**config.mk**
```make
export PLATFORM = sky130hd
export DESIGN_NAME = rx_controller_flat
export DESIGN_NICKNAME = d
export VERILOG_FILES = /design/src/rtl/rx_controller_pkg.sv /design/src/rtl/rx_controller_if.sv /design/src/rtl/rx_controller_sync_2ff.sv /design/src/rtl/rx_controller.sv /design/src/flat_wrapper.sv
export SDC_FILE = /design/constraint.sdc
export NUM_CORES = 1
export LEC_CHECK = 0
export BUFFER_PORTS_ARGS = -buffer_cell sky130_fd_sc_hd__buf_4
export CORE_MARGIN = 10
export CORE_UTILIZATION = 45
export DETAILED_ROUTE_END_ITERATION = 16
export PLACE_DENSITY = 0.73
export SLEW_MARGIN = 15
export SYNTH_ARGS = -nofsm -noshare
export SYNTH_HDL_FRONTEND = slang
export SYNTH_SLANG_ARGS = --single-unit
```
**constraint.sdc**
```tcl
create_clock -name clk -period 2.4 [get_ports clk]
set_input_delay 0.12 -clock clk [delete_from_list [all_inputs] [get_ports clk]]
set_output_delay 0.12 -clock clk [all_outputs]
set_load 0.02 [all_outputs]
```
**src/rtl/rx_controller_pkg.sv**
```systemverilog
// Shared UART definitions: the frame FSM state encoding used by both transmitter and receiver,
// plus the default bit period for a 50 MHz clock at 9600 baud.
package rx_controller_pkg;

  typedef enum logic [2:0] {
    IDLE    = 3'd0,
    START   = 3'd1,
    DATA    = 3'd2,
    STOP    = 3'd3,
    CLEANUP = 3'd4
  } uart_state_e;

  localparam int unsigned CLKS_PER_BIT_DEFAULT = 5208;

  // Counter value at which the start bit is re-checked, half a bit after the falling edge.
  function automatic logic [15:0] mid_count(input int unsigned clks_per_bit);
    return 16'((clks_per_bit - 1) / 2);
  endfunction

endpackage

```
**src/rtl/rx_controller_if.sv**
```systemverilog
// Byte delivery bus between the UART receiver (master) and the CPU-side register block (slave).
interface rx_controller_if;
  logic       RX_ACK;
  logic [7:0] RX_DATA;
  logic       RX_VALID;
  logic       RX_DONE;
  logic       RX_FERR;
  logic       RX_OVR;
  logic       RX_BUSY;

  modport master (
    input  RX_ACK,
    output RX_DATA, RX_VALID, RX_DONE, RX_FERR, RX_OVR, RX_BUSY
  );

  modport slave (
    output RX_ACK,
    input  RX_DATA, RX_VALID, RX_DONE, RX_FERR, RX_OVR, RX_BUSY
  );
endinterface

```
**src/rtl/rx_controller_sync_2ff.sv**
```systemverilog
// Two-flop synchronizer for a single asynchronous input; RST_VAL sets the value read out of reset.
module sync_2ff #(
  parameter logic RST_VAL = 1'b1
) (
  input  logic clk,
  input  logic rst_n,
  input  logic d_i,
  output logic q_o
);

  logic s1_q;
  logic s2_q;

  always_ff @(posedge clk or negedge rst_n) begin
    if (!rst_n) begin
      s1_q <= RST_VAL;
      s2_q <= RST_VAL;
    end else begin
      s1_q <= d_i;
      s2_q <= s1_q;
    end
  end

  assign q_o = s2_q;

endmodule

```
**src/rtl/rx_controller.sv**
```systemverilog
// 8N1 UART receiver: mid-bit sampling of a synchronized RXD, byte held until acknowledged.
//   state   | meaning
//   IDLE    | line idle, waiting for a falling start edge
//   START   | half-bit wait, then confirm the start bit is still low
//   DATA    | sample 8 data bits LSB first, one per bit period
//   STOP    | sample stop bit; load byte or flag framing error
//   CLEANUP | end pulses, wait for the line to return high
module rx_controller
  import rx_controller_pkg::*;
#(
  parameter int unsigned CLKS_PER_BIT = CLKS_PER_BIT_DEFAULT
) (
  input  logic             clk,
  input  logic             rst_n,
  input  logic             UART_RXD,
  rx_controller_if.master  bus
);

  localparam logic [15:0] CNT_LAST = 16'(CLKS_PER_BIT - 1);
  localparam logic [15:0] CNT_MID  = mid_count(CLKS_PER_BIT);

  logic        rxd_s;
  uart_state_e state_q;
  logic [15:0] cnt_q;
  logic [2:0]  idx_q;
  logic [7:0]  shift_q;
  logic [7:0]  data_q;
  logic        valid_q;
  logic        done_q;
  logic        ferr_q;
  logic        ovr_q;
  logic        busy_q;

  sync_2ff #(.RST_VAL(1'b1)) u_sync_rxd (
    .clk   (clk),
    .rst_n (rst_n),
    .d_i   (UART_RXD),
    .q_o   (rxd_s)
  );

  always_ff @(posedge clk or negedge rst_n) begin
    if (!rst_n) begin
      state_q <= IDLE;
      cnt_q   <= '0;
      idx_q   <= '0;
      shift_q <= '0;
      data_q  <= '0;
      valid_q <= 1'b0;
      done_q  <= 1'b0;
      ferr_q  <= 1'b0;
      ovr_q   <= 1'b0;
      busy_q  <= 1'b0;
    end else begin
      if (bus.RX_ACK) begin
        valid_q <= 1'b0;
        ovr_q   <= 1'b0;
      end

      case (state_q)
        IDLE: begin
          cnt_q  <= '0;
          idx_q  <= '0;
          busy_q <= 1'b0;
          if (!rxd_s) begin
            state_q <= START;
            busy_q  <= 1'b1;
          end
        end

        START: begin
          if (cnt_q == CNT_MID) begin
            cnt_q <= '0;
            if (!rxd_s) begin
              state_q <= DATA;
            end else begin
              state_q <= IDLE;
              busy_q  <= 1'b0;
            end
          end else begin
            cnt_q <= cnt_q + 16'd1;
          end
        end

        DATA: begin
          if (cnt_q == CNT_LAST) begin
            cnt_q          <= '0;
            shift_q[idx_q] <= rxd_s;
            if (idx_q == 3'd7) begin
              idx_q   <= '0;
              state_q <= STOP;
            end else begin
              idx_q <= idx_q + 3'd1;
            end
          end else begin
            cnt_q <= cnt_q + 16'd1;
          end
        end

        STOP: begin
          if (cnt_q == CNT_LAST) begin
            cnt_q   <= '0;
            state_q <= CLEANUP;
            if (rxd_s) begin
              data_q  <= shift_q;
              done_q  <= 1'b1;
              valid_q <= 1'b1;
              // A load wins over a simultaneous ack: the flag neither sets nor clears.
              if (bus.RX_ACK) begin
                ovr_q <= ovr_q;
              end else if (valid_q) begin
                ovr_q <= 1'b1;
              end
            end else begin
              ferr_q <= 1'b1;
            end
          end else begin
            cnt_q <= cnt_q + 16'd1;
          end
        end

        CLEANUP: begin
          done_q <= 1'b0;
          ferr_q <= 1'b0;
          if (rxd_s) begin
            state_q <= IDLE;
            busy_q  <= 1'b0;
          end
        end

        default: begin
          state_q <= IDLE;
          busy_q  <= 1'b0;
        end
      endcase
    end
  end

  assign bus.RX_DATA  = data_q;
  assign bus.RX_VALID = valid_q;
  assign bus.RX_DONE  = done_q;
  assign bus.RX_FERR  = ferr_q;
  assign bus.RX_OVR   = ovr_q;
  assign bus.RX_BUSY  = busy_q;

endmodule
```
**src/flat_wrapper.sv**
```systemverilog
// flat-port wrapper written by rule: the top's interface ports become plain ports
module rx_controller_flat import rx_controller_pkg::*;
#(
  parameter int unsigned CLKS_PER_BIT = CLKS_PER_BIT_DEFAULT
)
  (clk, rst_n, UART_RXD, bus_RX_ACK, bus_RX_DATA, bus_RX_VALID, bus_RX_DONE, bus_RX_FERR, bus_RX_OVR, bus_RX_BUSY);
  rx_controller_if bus_i ();
  input  logic clk;
  input  logic rst_n;
  input  logic UART_RXD;
  input wire logic [$bits(bus_i.RX_ACK)-1:0] bus_RX_ACK;
  output wire logic [$bits(bus_i.RX_DATA)-1:0] bus_RX_DATA;
  output wire logic [$bits(bus_i.RX_VALID)-1:0] bus_RX_VALID;
  output wire logic [$bits(bus_i.RX_DONE)-1:0] bus_RX_DONE;
  output wire logic [$bits(bus_i.RX_FERR)-1:0] bus_RX_FERR;
  output wire logic [$bits(bus_i.RX_OVR)-1:0] bus_RX_OVR;
  output wire logic [$bits(bus_i.RX_BUSY)-1:0] bus_RX_BUSY;
  assign bus_i.RX_ACK = bus_RX_ACK;
  assign bus_RX_DATA = bus_i.RX_DATA;
  assign bus_RX_VALID = bus_i.RX_VALID;
  assign bus_RX_DONE = bus_i.RX_DONE;
  assign bus_RX_FERR = bus_i.RX_FERR;
  assign bus_RX_OVR = bus_i.RX_OVR;
  assign bus_RX_BUSY = bus_i.RX_BUSY;
  rx_controller #(.CLKS_PER_BIT(CLKS_PER_BIT)) u_core (.clk(clk), .rst_n(rst_n), .UART_RXD(UART_RXD), .bus(bus_i));
endmodule
```
==> run summary <==
STA classifies the critical path startpoint as a flip-flop. The smallest clock period supported by the final layout is computed as 2.25 ns. The HPWL after detailed placement is 3.17 mm. The run finished with clean final reports. Number of enable-type register cells in the synthesized netlist: 0.

Setup repair after global routing left no endpoint under its margin. Worst endpoint data arrival time: 2.42 ns. The die covers 8430 um2. The flip-flop cell with the highest count after synthesis was sky130_fd_sc_hd__dfrtp_1. For the via count of the first global-routing pass, the log shows 1,694. In this run the power density over the cells is 474 nW/um2. The average instance in the mapped netlist occupies 9.96 um2.

The transition time at the pin with the least slew margin came out at 0.649 ns. For this run, the post-layout net count is 261. The total setup buffers inserted after CTS was 0. Across the whole layout, storage elements account for 1130 um2.

The number of buffer cells added on primary ports is 16, and the post-detailed-route wirelength per cell is 14.2 um. The instance count on the critical path was 7; the number of antenna violations at the first check in global routing was 0. Summed over all cells, the static leakage comes to 1.20 nW. Derived from the worst setup path, the maximum achievable clock frequency is 0.444 GHz. The clock tree skew after final layout was 0.00658 ns. For this design, the slowest cell found on the critical path is sky130_fd_sc_hd__dfrtp_1. The final critical path takes up 93.9% of the cycle.

The average vias per placed instance is 5.49. Broken down by cell family, the worst path's largest delay share belongs to simple AND/OR/NAND/NOR gates. The first global-routing pass estimated 7.82 mm of wire. Fill cell total of the finished layout: 463. The number of setup violations in the final report was 0. By instance count, the cell type seen most on the critical path is sky130_fd_sc_hd__nor2_1. The logs give 2320 um2 for the netlist area before placement and 0 for the yosys synthesis warning count. Summing the sequential cell areas from Yosys gives 48.6% of the chip area.

Entering global routing, the biggest net connects 46 pins. The total count of max-transition violations in the final report was 0. Placer's final routability congestion estimate: 0.837. The buffer cell driving the clock tree root was sky130_fd_sc_hd__clkbuf_8. In this run the tightest slew margin relative to its limit is 56.7%.

The routed layout has 1,785 vias. For this run the aggregate overflow at the end of global routing stands at 0. The signal on the critical path passes through ha_1 -> and4b_1 -> and4_2 -> nor2_1 -> buf_4 -> nor2_1 -> o221ai_1.

The data required time at the worst endpoint is 2.57 ns, and the final instance count without filler cells is 325. The clock-pin transition on the worst setup and hold timing paths came out at 0.09 ns. Before antenna repair, the detailed router went through 4 iterations. In this run the vertical extent of the chip is 91.8 um. The number of nets in the synthesized netlist is 240.

The critical path buffer and inverter count is 1, and the count of unresolved DRC violations after routing is 0. Prior to clock tree synthesis, the placed netlist has a worst setup slack of 0.0183 ns. For this configuration, the core starts out at a cell density of 46.0%.

In this run the remaining antenna-violating nets after routing total 0. Synthesis inferred 45 register bits. The final critical-path setup slack was 0.146 ns.

The fraction of registers with async set or reset after synthesis was 100%; the die outline width was 91.8 um. The clock drives 45 sinks. The worst setup path is of the reg2reg kind.

The tools report the number of instances in the synthesized netlist as 233. The first routing iteration left 111 violations. The final count of hold timing violations was 0. The region available for standard cell placement spans 5040 um2. Max-cap violations in this run came to 0. In the global route stage, overall resource usage came out at 10.9%. The tools report the detailed-route wire length as 4.63 mm. The H-tree depth came out at 2.

Row generation in the floorplan step produced 26 rows. The clock passes through at most 2 buffers. Counting distinct cell types in the post-synthesis netlist gives 53.

Clock latency on the worst-skew pair, taken at its later pin, is 0.30 ns. The number of clock buffers added by TritonCTS is 5. The worst setup path is captured at a flip-flop. In this design, the stage delay of the slowest critical-path cell is 0.41 ns.

The number of placed instances, taps included, is 314. Relative to the synthesized area, the layout overhead comes to 14.1%. Across the VDD grid, the largest voltage drop is 0.000330 V. In this run the count of I/O pins placed on the die edge is 17. The worst reg2reg path depth was 7. TritonCTS built the clock tree. The leading cell type in the layout, fill and taps excluded was sky130_fd_sc_hd__dfrtp_1. The final hold slack came out at 0.350 ns. The tightest min-delay check is of the in2async type.

The biggest fanout along the worst timing path is 17, and the setup total negative slack is 0 ns. Share of final-layout standard cells stronger than drive strength 1: 22.0%. The library cells used most frequently in the layout, excluding fill and tap cells, are sky130_fd_sc_hd__dfrtp_1, sky130_fd_sc_hd__nand2_1, sky130_fd_sc_hd__buf_4. The post-layout utilization of the core was 52.5%; the count of inserted antenna diode cells was 0. The run gives 1140 um2 as the multi-input gate area in the final layout.
## worst paths after layout
check	startpoint	end	slack [ns]
max reg2reg	u_core.cnt_q[0]$_DFFE_PN0P_	u_core.cnt_q[8]$_DFFE_PN0P_	0.15
min	rst_n	u_core.bus.RX_DATA[1]$_DFFE_PN0P_	0.35
min in group clk	u_core.u_sync_rxd.s1_q$_DFF_PN1_	u_core.u_sync_rxd.q_o$_DFF_PN1_	0.36
max in group asynchronous	rst_n	u_core.u_sync_rxd.s1_q$_DFF_PN1_	1.67
max	u_core.cnt_q[0]$_DFFE_PN0P_	u_core.cnt_q[8]$_DFFE_PN0P_	0.15
min reg2reg	u_core.u_sync_rxd.s1_q$_DFF_PN1_	u_core.u_sync_rxd.q_o$_DFF_PN1_	0.36
## sequential cells by signal, indices dropped and copies added (netlist names)
signal / flops
u_core.cnt_q: 16
u_core.bus.RX_DATA: 8
u_core.shift_q: 8
u_core.idx_q: 3
u_core.state_q: 3
u_core.bus.RX_BUSY: 1
u_core.bus.RX_DONE: 1
u_core.bus.RX_FERR: 1
u_core.bus.RX_OVR: 1
u_core.bus.RX_VALID: 1
u_core.u_sync_rxd.q_o: 1
u_core.u_sync_rxd.s1_q: 1
## report_power, final
part	total, mW	internal, mW	switching, mW
combinational	0.0239	0.00789	0.0160
clock	0.468	0.205	0.263
sequential	0.764	0.761	0.00367
total	1.26	0.974	0.282
## layout make-up
class                           instances  share of cell area [%]
Tap cell                               70                    3.31
Sequential cell                        45                    42.6
Clock buffer                            6                    2.74
Inverter                                5                   0.709
Clock inverter                          2                   0.567
Timing Repair Buffer                   24                    7.09
Multi-Input combinational cell        173                    43.0
## through the flow
step	total power, mW	area, um2
6_report	1.26	2650
3_5_place_dp	0.801	2520
3_3_place_gp	0.800	2520
2_1_floorplan	0.781	2320
5_1_grt	1.31	2650
4_1_cts	1.27	2640
## metal layers
layer  vias to the layer above  global-route usage [%]  wire length, um  share of wire [%]
li1                        889                       -                -                  -
met1                       864                    13.0             2120                 46
met2                        28                    18.9             2300                 50
met3                         4                    2.69              166                3.6
met4                         0                    3.21               43               0.93
met5                         -                       0                0                  0
## timing repair
action                     4_1_cts  5_1_grt
hold endpoints to repair        45        0
hold buffers                     3        0
setup endpoints to repair        0        7
gates resized for setup          0        1
## Yosys cell counts, types with 2 or more instances
library cell / count / share of area (%)
sky130_fd_sc_hd__nand4_1: 7 / 1.9
sky130_fd_sc_hd__nor3_1: 4 / 0.86
sky130_fd_sc_hd__nor4bb_1: 2 / 0.86
sky130_fd_sc_hd__a21oi_1: 4 / 0.86
sky130_fd_sc_hd__and3_1: 2 / 0.54
sky130_fd_sc_hd__dfrtp_1: 43 / 46
sky130_fd_sc_hd__clkbuf_1: 7 / 1.1
sky130_fd_sc_hd__o22ai_1: 8 / 2.2
sky130_fd_sc_hd__dfstp_2: 2 / 2.3
sky130_fd_sc_hd__o21ai_0: 16 / 3.5
sky130_fd_sc_hd__nand2b_1: 2 / 0.54
sky130_fd_sc_hd__nor4b_1: 2 / 0.75
sky130_fd_sc_hd__nand3_1: 10 / 2.2
sky130_fd_sc_hd__a21boi_0: 2 / 0.65
sky130_fd_sc_hd__nor2b_1: 4 / 1.1
sky130_fd_sc_hd__nor2_1: 16 / 2.6
sky130_fd_sc_hd__or2_2: 2 / 0.54
sky130_fd_sc_hd__buf_2: 2 / 0.43
sky130_fd_sc_hd__xor2_1: 3 / 1.1
sky130_fd_sc_hd__nor4_1: 3 / 0.81
sky130_fd_sc_hd__ha_1: 3 / 1.6
sky130_fd_sc_hd__inv_1: 5 / 0.81
sky130_fd_sc_hd__nand2_1: 38 / 6.1
sky130_fd_sc_hd__a22o_1: 3 / 1.1
sky130_fd_sc_hd__mux2_2: 15 / 7.3
## cells by family (layout without fill, tap and decap cells)
kind of cell	after synthesis	after routing	synth area share (%)
AOI/OAI and AO/OA	41	41	11.1
xor gates and xnor gates	4	4	1.51
adders and majority gates	4	4	2.05
buffers and inverters	15	37	2.59
DFF	45	45	48.6
muxes	16	16	7.76
and+or+nand+nor	108	108	26.4
## worst reg2reg max path: stages (launching register included)
cell	delay (ns)
sky130_fd_sc_hd__dfrtp_1	0.41
sky130_fd_sc_hd__ha_1	0.27
sky130_fd_sc_hd__and4b_1	0.30
sky130_fd_sc_hd__and4_2	0.40
sky130_fd_sc_hd__nor2_1	0.07
sky130_fd_sc_hd__buf_4	0.20
sky130_fd_sc_hd__nor2_1	0.30
sky130_fd_sc_hd__o221ai_1	0.18
Note: power is estimated with default switching activity, not from simulation.
